## config.mk

```make
export PLATFORM = sky130hd
export DESIGN_NAME = multi_counter_bank_flat
export DESIGN_NICKNAME = d
export VERILOG_FILES = /design/src/rtl/multi_counter_bank_if.sv /design/src/rtl/multi_counter_bank.sv /design/src/flat_wrapper.sv
export SDC_FILE = /design/constraint.sdc
export NUM_CORES = 1
export LEC_CHECK = 0
export BUFFER_PORTS_ARGS = -buffer_cell sky130_fd_sc_hd__buf_2
export CORE_AREA = 4 4 78 80
export CTS_CLUSTER_SIZE = 14
export DETAILED_ROUTE_END_ITERATION = 10
export DIE_AREA = 0 0 82 84
export GPL_ROUTABILITY_DRIVEN = 0
export PLACE_DENSITY = 0.8
export SLEW_MARGIN = 30
export SYNTH_ARGS = -nofsm -noshare
export SYNTH_HDL_FRONTEND = slang
export SYNTH_SLANG_ARGS = --single-unit
```

## constraint.sdc

```tcl
create_clock -name clk -period 2.14 [get_ports clk]
set_input_delay 0.642 -clock clk [delete_from_list [all_inputs] [get_ports clk]]
set_output_delay 0.642 -clock clk [all_outputs]
set_load 0.01 [all_outputs]
```

## src/rtl/multi_counter_bank_if.sv

```systemverilog
// Control and status bundle for multi_counter_bank.
// Snapshot signals exist only when MULTI_COUNTER_BANK_SNAPSHOT_EN is defined.
interface multi_counter_bank_if #(
    parameter int NUM_CH = 4,
    parameter int WIDTH  = 8
);
    logic [NUM_CH-1:0]       en;
    logic [NUM_CH-1:0]       dir;
    logic [NUM_CH-1:0]       clr;
    logic [NUM_CH-1:0]       load;
    logic [NUM_CH*WIDTH-1:0] load_val;
    logic [NUM_CH-1:0]       ovf_clr;
    logic [NUM_CH*WIDTH-1:0] count;
    logic [NUM_CH-1:0]       ovf;
    logic [NUM_CH-1:0]       tick;
`ifdef MULTI_COUNTER_BANK_SNAPSHOT_EN
    logic                    snap_req;
    logic [NUM_CH*WIDTH-1:0] snap_data;
    logic                    snap_valid;

    modport master (
        output en, dir, clr, load, load_val, ovf_clr, snap_req,
        input  count, ovf, tick, snap_data, snap_valid
    );
    modport slave (
        input  en, dir, clr, load, load_val, ovf_clr, snap_req,
        output count, ovf, tick, snap_data, snap_valid
    );
`else
    modport master (
        output en, dir, clr, load, load_val, ovf_clr,
        input  count, ovf, tick
    );
    modport slave (
        input  en, dir, clr, load, load_val, ovf_clr,
        output count, ovf, tick
    );
`endif
endinterface

```

## src/rtl/multi_counter_bank.sv

```systemverilog
// Bank of NUM_CH independent up/down counters with clear/load, wrap or saturate, sticky overflow and tick.
// Optional snapshot capture of all channels: define MULTI_COUNTER_BANK_SNAPSHOT_EN.
module multi_counter_bank #(
    parameter int              NUM_CH   = 4,
    parameter int              WIDTH    = 8,
    parameter longint unsigned STEP     = 1,
    parameter int              SATURATE = 0
) (
    input  logic               clk,
    input  logic               rst_n,
    multi_counter_bank_if.slave bus
);
    localparam logic [WIDTH:0]   L_STEP = (WIDTH+1)'(STEP);
    localparam logic [WIDTH-1:0] L_ONES = '1;
    localparam bit               L_SAT  = (SATURATE != 0);

    // Kept as a plain unpacked array so it can be probed hierarchically.
    logic [WIDTH-1:0]        cnt_q      [NUM_CH];
    logic [WIDTH-1:0]        w_cnt_next [NUM_CH];
    logic [NUM_CH-1:0]       w_evt;
    logic [NUM_CH*WIDTH-1:0] w_count;
    logic [NUM_CH-1:0]       r_ovf;
    logic [NUM_CH-1:0]       r_tick;

    genvar gi;
    generate
        for (gi = 0; gi < NUM_CH; gi++) begin : g_ch
            logic [WIDTH:0]   w_sum;
            logic [WIDTH:0]   w_dif;
            logic [WIDTH-1:0] w_ld;
            logic [WIDTH-1:0] w_up;
            logic [WIDTH-1:0] w_dn;

            // Extra MSB holds carry (up) or borrow (down); either is an overflow event.
            assign w_sum = {1'b0, cnt_q[gi]} + L_STEP;
            assign w_dif = {1'b0, cnt_q[gi]} - L_STEP;
            assign w_ld  = bus.load_val[gi*WIDTH +: WIDTH];
            assign w_up  = (w_sum[WIDTH] && L_SAT) ? L_ONES : w_sum[WIDTH-1:0];
            assign w_dn  = (w_dif[WIDTH] && L_SAT) ? '0     : w_dif[WIDTH-1:0];

            assign w_evt[gi] = !bus.clr[gi] && !bus.load[gi] && bus.en[gi] &&
                               (bus.dir[gi] ? w_sum[WIDTH] : w_dif[WIDTH]);

            assign w_cnt_next[gi] = bus.clr[gi]  ? '0   :
                                    bus.load[gi] ? w_ld :
                                    bus.en[gi]   ? (bus.dir[gi] ? w_up : w_dn) :
                                                   cnt_q[gi];

            assign w_count[gi*WIDTH +: WIDTH] = cnt_q[gi];
        end
    endgenerate

    always_ff @(posedge clk or negedge rst_n) begin
        if (!rst_n) begin
            for (int i = 0; i < NUM_CH; i++) begin
                cnt_q[i] <= '0;
            end
            r_ovf  <= '0;
            r_tick <= '0;
        end else begin
            for (int i = 0; i < NUM_CH; i++) begin
                cnt_q[i] <= w_cnt_next[i];
            end
            // A new event overrides a simultaneous flag clear.
            r_ovf  <= w_evt | (r_ovf & ~bus.ovf_clr);
            r_tick <= w_evt;
        end
    end

    assign bus.count = w_count;
    assign bus.ovf   = r_ovf;
    assign bus.tick  = r_tick;

`ifdef MULTI_COUNTER_BANK_SNAPSHOT_EN
    logic [NUM_CH*WIDTH-1:0] w_count_next;
    logic [NUM_CH*WIDTH-1:0] r_snap_data;
    logic                    r_snap_valid;

    generate
        for (gi = 0; gi < NUM_CH; gi++) begin : g_snap
            assign w_count_next[gi*WIDTH +: WIDTH] = w_cnt_next[gi];
        end
    endgenerate

    // Capture the post-update values so the snapshot matches count after the same edge.
    always_ff @(posedge clk or negedge rst_n) begin
        if (!rst_n) begin
            r_snap_data  <= '0;
            r_snap_valid <= 1'b0;
        end else begin
            if (bus.snap_req) begin
                r_snap_data <= w_count_next;
            end
            r_snap_valid <= bus.snap_req;
        end
    end

    assign bus.snap_data  = r_snap_data;
    assign bus.snap_valid = r_snap_valid;
`endif

endmodule

```

## src/flat_wrapper.sv

```systemverilog
// flat-port wrapper written by rule: the top's interface ports become plain ports
module multi_counter_bank_flat 
#(
    parameter int              NUM_CH   = 4,
    parameter int              WIDTH    = 8,
    parameter longint unsigned STEP     = 1,
    parameter int              SATURATE = 0
)
  (clk, rst_n, bus_en, bus_dir, bus_clr, bus_load, bus_load_val, bus_ovf_clr, bus_count, bus_ovf, bus_tick);
  multi_counter_bank_if #(.NUM_CH(NUM_CH), .WIDTH(WIDTH)) bus_i ();
  input  logic clk;
  input  logic rst_n;
  input wire logic [$bits(bus_i.en)-1:0] bus_en;
  input wire logic [$bits(bus_i.dir)-1:0] bus_dir;
  input wire logic [$bits(bus_i.clr)-1:0] bus_clr;
  input wire logic [$bits(bus_i.load)-1:0] bus_load;
  input wire logic [$bits(bus_i.load_val)-1:0] bus_load_val;
  input wire logic [$bits(bus_i.ovf_clr)-1:0] bus_ovf_clr;
  output wire logic [$bits(bus_i.count)-1:0] bus_count;
  output wire logic [$bits(bus_i.ovf)-1:0] bus_ovf;
  output wire logic [$bits(bus_i.tick)-1:0] bus_tick;
  assign bus_i.en = bus_en;
  assign bus_i.dir = bus_dir;
  assign bus_i.clr = bus_clr;
  assign bus_i.load = bus_load;
  assign bus_i.load_val = bus_load_val;
  assign bus_i.ovf_clr = bus_ovf_clr;
  assign bus_count = bus_i.count;
  assign bus_ovf = bus_i.ovf;
  assign bus_tick = bus_i.tick;
  multi_counter_bank #(.NUM_CH(NUM_CH), .WIDTH(WIDTH), .STEP(STEP), .SATURATE(SATURATE)) u_core (.clk(clk), .rst_n(rst_n), .bus(bus_i));
endmodule
```

==> results.yml <==
run_status:
  status: "finished clean"
drt:
  detail_route.vias_per_cell: 5.626
  drt_iter0_drc: 90
  drt-total-wl_microns: 6697
  vias: 2616
  ant_nets: 0
  wl_per_cell_microns: 14.40
  dr.pass1.iters: 5
  remaining_drc_errors: 0
setup_path:
  r2r_end: "u_core.bus.count[23]$_DFFE_PN0P_"
  crit_fanout: 7
  required_ns: 2.31
  cp_data_arrival_time_ns: 2.03
  worstReg2RegStart: "u_core.bus.count[20]$_DFFE_PN0P_"
  cp-start-kind: "register"
  worstRegToRegCells: 4
  critPathKind: "register to register"
  worst_setup_path_end_kind: "register"
  r2r_setup_slack_ns: 0.27
clocking:
  postCtsHoldBufs: 0
  clk_pin_slew_worst_paths_ns: 0.09
  cts_resized: 0
  tritoncts: "built"
  post-cts-setup-buffers: 0
  cts_buffers: 5
  clockBufferDepth: 2
  htreeDepth: 2
  clk_latency_ns: 0.28
  root_buffer: "clkbuf_8"
  clock-sinks: 40
synth:
  yosysSeqAreaShare: 0.3685
  yosys.area.top_type: "dfrtp_1"
  synth.distinct_cells: 51
  synth_compound_area_frac: 0.1713
  synthCells: 304
  synth_edf_count: 0
  ys_async_sr_fraction: 1.000
  syn-num-nets: 366
  netlist_area_sq_mm: 0.002716
  synth_fa_ha_area_frac: 0.03685
  synthFlopType: "dfrtp_1"
  synth.mux.area_fraction: 0.04238
  synthSimpleGateAreaFrac: 0.2427
  synth_top_cell_area_share: 0.3685
  ys_warn_count: 0
  synth_xor_area_frac: 0.08061
  ys_ff_latch: 40
  yosys-top-cells-area: "dfrtp_1 (37%), xor2_1 (5.5%), a211oi_1 (5.0%)"
  avgSynthCellArea_sq_um: 8.935
  synth_top_family_by_area: "simple AND/OR/NAND/NOR gates"
placement:
  dpl-instance-area_sq_mm: 0.003243
  hpwl_microns: 5054
  place.port_buffers: 93
layout:
  final_common_cell: "buf_2"
  mostFrequentLayoutCells: "buf_2 (93), dfrtp_1 (40), nor2_1 (30)"
  fin_nets: 454
  area_growth_syn_to_layout_pct: 25.47
  insertedDiodeCount: 0
  finalInstanceArea_sq_mm: 0.003408
  drive_above_1_share: 0.3053
  nFillCells: 495
min_path:
  hold_class: "input port to asynchronous set/reset pin"
grt:
  grt_pass1_vias: 2423
  antenna_found_initial: 0
  grt_max_degree: 27
  grt_overflow_total: 0
  grt_pass1_wl_microns: 11210
  track_usage: 0.1978
floorplanning:
  die_h_microns: 84
  io_pins: 94
  die_w_microns: 82
  start_util: 0.5025
  die_area_sq_mm: 0.006888
  core_area_sq_mm: 0.005405
  fp-row-count: 27
timing:
  rsz0062_at_grt: "false"
  skew_ns: 0.006833
  period_needed_ns: 1.869
  worstMarginPinSlew_ns: 0.5934
  fin_tns_setup_ns: 0
  fmax_mhz: 535.2
  whs_ns: 0.3560
  final_hold_viol_count: 0
  finalSetupViolCount: 0
  min_period_over_period: 0.8731
  slew_headroom: 0.6044
  final_max_slew_viol_count: 0
power:
  clkPwrFrac: 0.387
  p_per_area_mw_per_mm2: 646.1
  leakage_nw: 1.675
  p_seq_frac: 0.404
  p_switching_mw: 0.5940
  combinationalPowerShare: 0.209
  swShare: 0.2697
  intPower_mw: 1.608
  peakVddDrop_uv: 478.5
flow_run:
  cap_violations: 0
-- cells in the mapped netlist, types with 2 or more instances --
master     instances
dfrtp_1           40
nor2_1            30
nand2_1           22
inv_1             19
a211oi_1          18
xor2_1            17
clkbuf_1          16
a21oi_1            8
ha_1               8
nand3_1            8
xnor2_1            8
and4_1             7
mux2i_1            7
nand4_1            7
and3_1             6
nor4_1             6
nor4b_1            6
o21ai_0            6
a21boi_0           5
o22ai_1            5
mux2_2             4
nand2b_1           4
nor3_1             4
a32oi_1            3
or3_1              3
or4_1              3
a2111oi_0          2
a21o_1             2
a311o_1            2
a31oi_1            2
buf_2              2
nand3b_1           2
nor3b_1            2
o32ai_1            2
or4b_2             2
-- kinds of logic after synthesis --
family | after synthesis
flip-flops | 40
multiplexers | 11
AND/OR/NAND/NOR | 118
AO/OA/AOI/OAI | 63
XOR/XNOR | 25
buffers and inverters | 39
adder cells (fa/ha/maj) | 8
-- layout make-up --
class / count / area (sq um) / area share
Clock buffer: 5 / 68.82 / 0.02019
Multi-Input combinational cell: 225 / 1565 / 0.4593
Clock inverter: 3 / 90.09 / 0.02643
Inverter: 20 / 75.07 / 0.02203
Sequential cell: 40 / 1001 / 0.2937
Timing Repair Buffer: 100 / 518.0 / 0.1520
Tap cell: 72 / 90.09 / 0.02643
-- critical path: stages (launching register included) --
cell and delay, ns:
dfrtp_1 0.46, or4_4 0.56, o32ai_2 0.28, mux2i_1 0.12
a311o_1 0.32
-- routing by layer --
layer | track usage | vias up | part of all wire
met5 | 0 | - | 0
met4 | 0.02719 | 0 | 0.0079
met3 | 0.03348 | 6 | 0.059
met2 | 0.3461 | 85 | 0.50
met1 | 0.2564 | 1237 | 0.43
li1 | - | 1288 | -
-- power groups by stage --
stage / clock, mW / combinational [mW] / sequential (mW)
after global routing: 0.919 / 0.514 / 0.902
after floorplan: 0 / 0.270 / 0.908
final: 0.853 / 0.459 / 0.890
after CTS: 0.881 / 0.463 / 0.887
after detailed placement: 0 / 0.460 / 0.902
after global placement: 0 / 0.446 / 0.899
-- state kept, by name (all words and copies together) (netlist names) --
signal,flops
u_core.bus.count,32
u_core.bus.ovf,4
u_core.bus.tick,4
-- stage by stage --
| step | setup slack (ns) | cells | total power [mW] | util |
|---|---|---|---|---|
| 4_1_cts | 0.2381 | 465 | 2.231 | 0.6294 |
| 3_3_place_gp | 0.1030 | 457 | 1.345 | 0.6000 |
| 2_1_floorplan | 0.1059 | 304 | 1.178 | - |
| 3_5_place_dp | 0.08484 | 457 | 1.362 | 0.6000 |
| 5_1_grt | 0.1643 | 465 | 2.336 | 0.6306 |
| 6_report | 0.2715 | 465 | 2.202 | 0.6306 |
-- worst max path at each step --
| stage | startpoint | end | slack (ns) | cells past startpoint |
|---|---|---|---|---|
| 2_1_floorplan | bus_dir[1] | u_core.bus.count[15]$_DFFE_PN0P_ | 0.11 | 5 |
| 3_3_place_gp | bus_dir[1] | u_core.bus.count[15]$_DFFE_PN0P_ | 0.10 | 5 |
| 3_5_place_dp | bus_dir[1] | u_core.bus.count[15]$_DFFE_PN0P_ | 0.08 | 5 |
| 4_1_cts | u_core.bus.count[0]$_DFFE_PN0P_ | u_core.bus.count[6]$_DFFE_PN0P_ | 0.24 | 6 |
| 5_1_grt | u_core.bus.count[9]$_DFFE_PN0P_ | u_core.bus.count[14]$_DFFE_PN0P_ | 0.16 | 6 |
| 6_report | u_core.bus.count[20]$_DFFE_PN0P_ | u_core.bus.count[23]$_DFFE_PN0P_ | 0.27 | 4 |
Note: power is estimated with default switching activity, not from simulation.
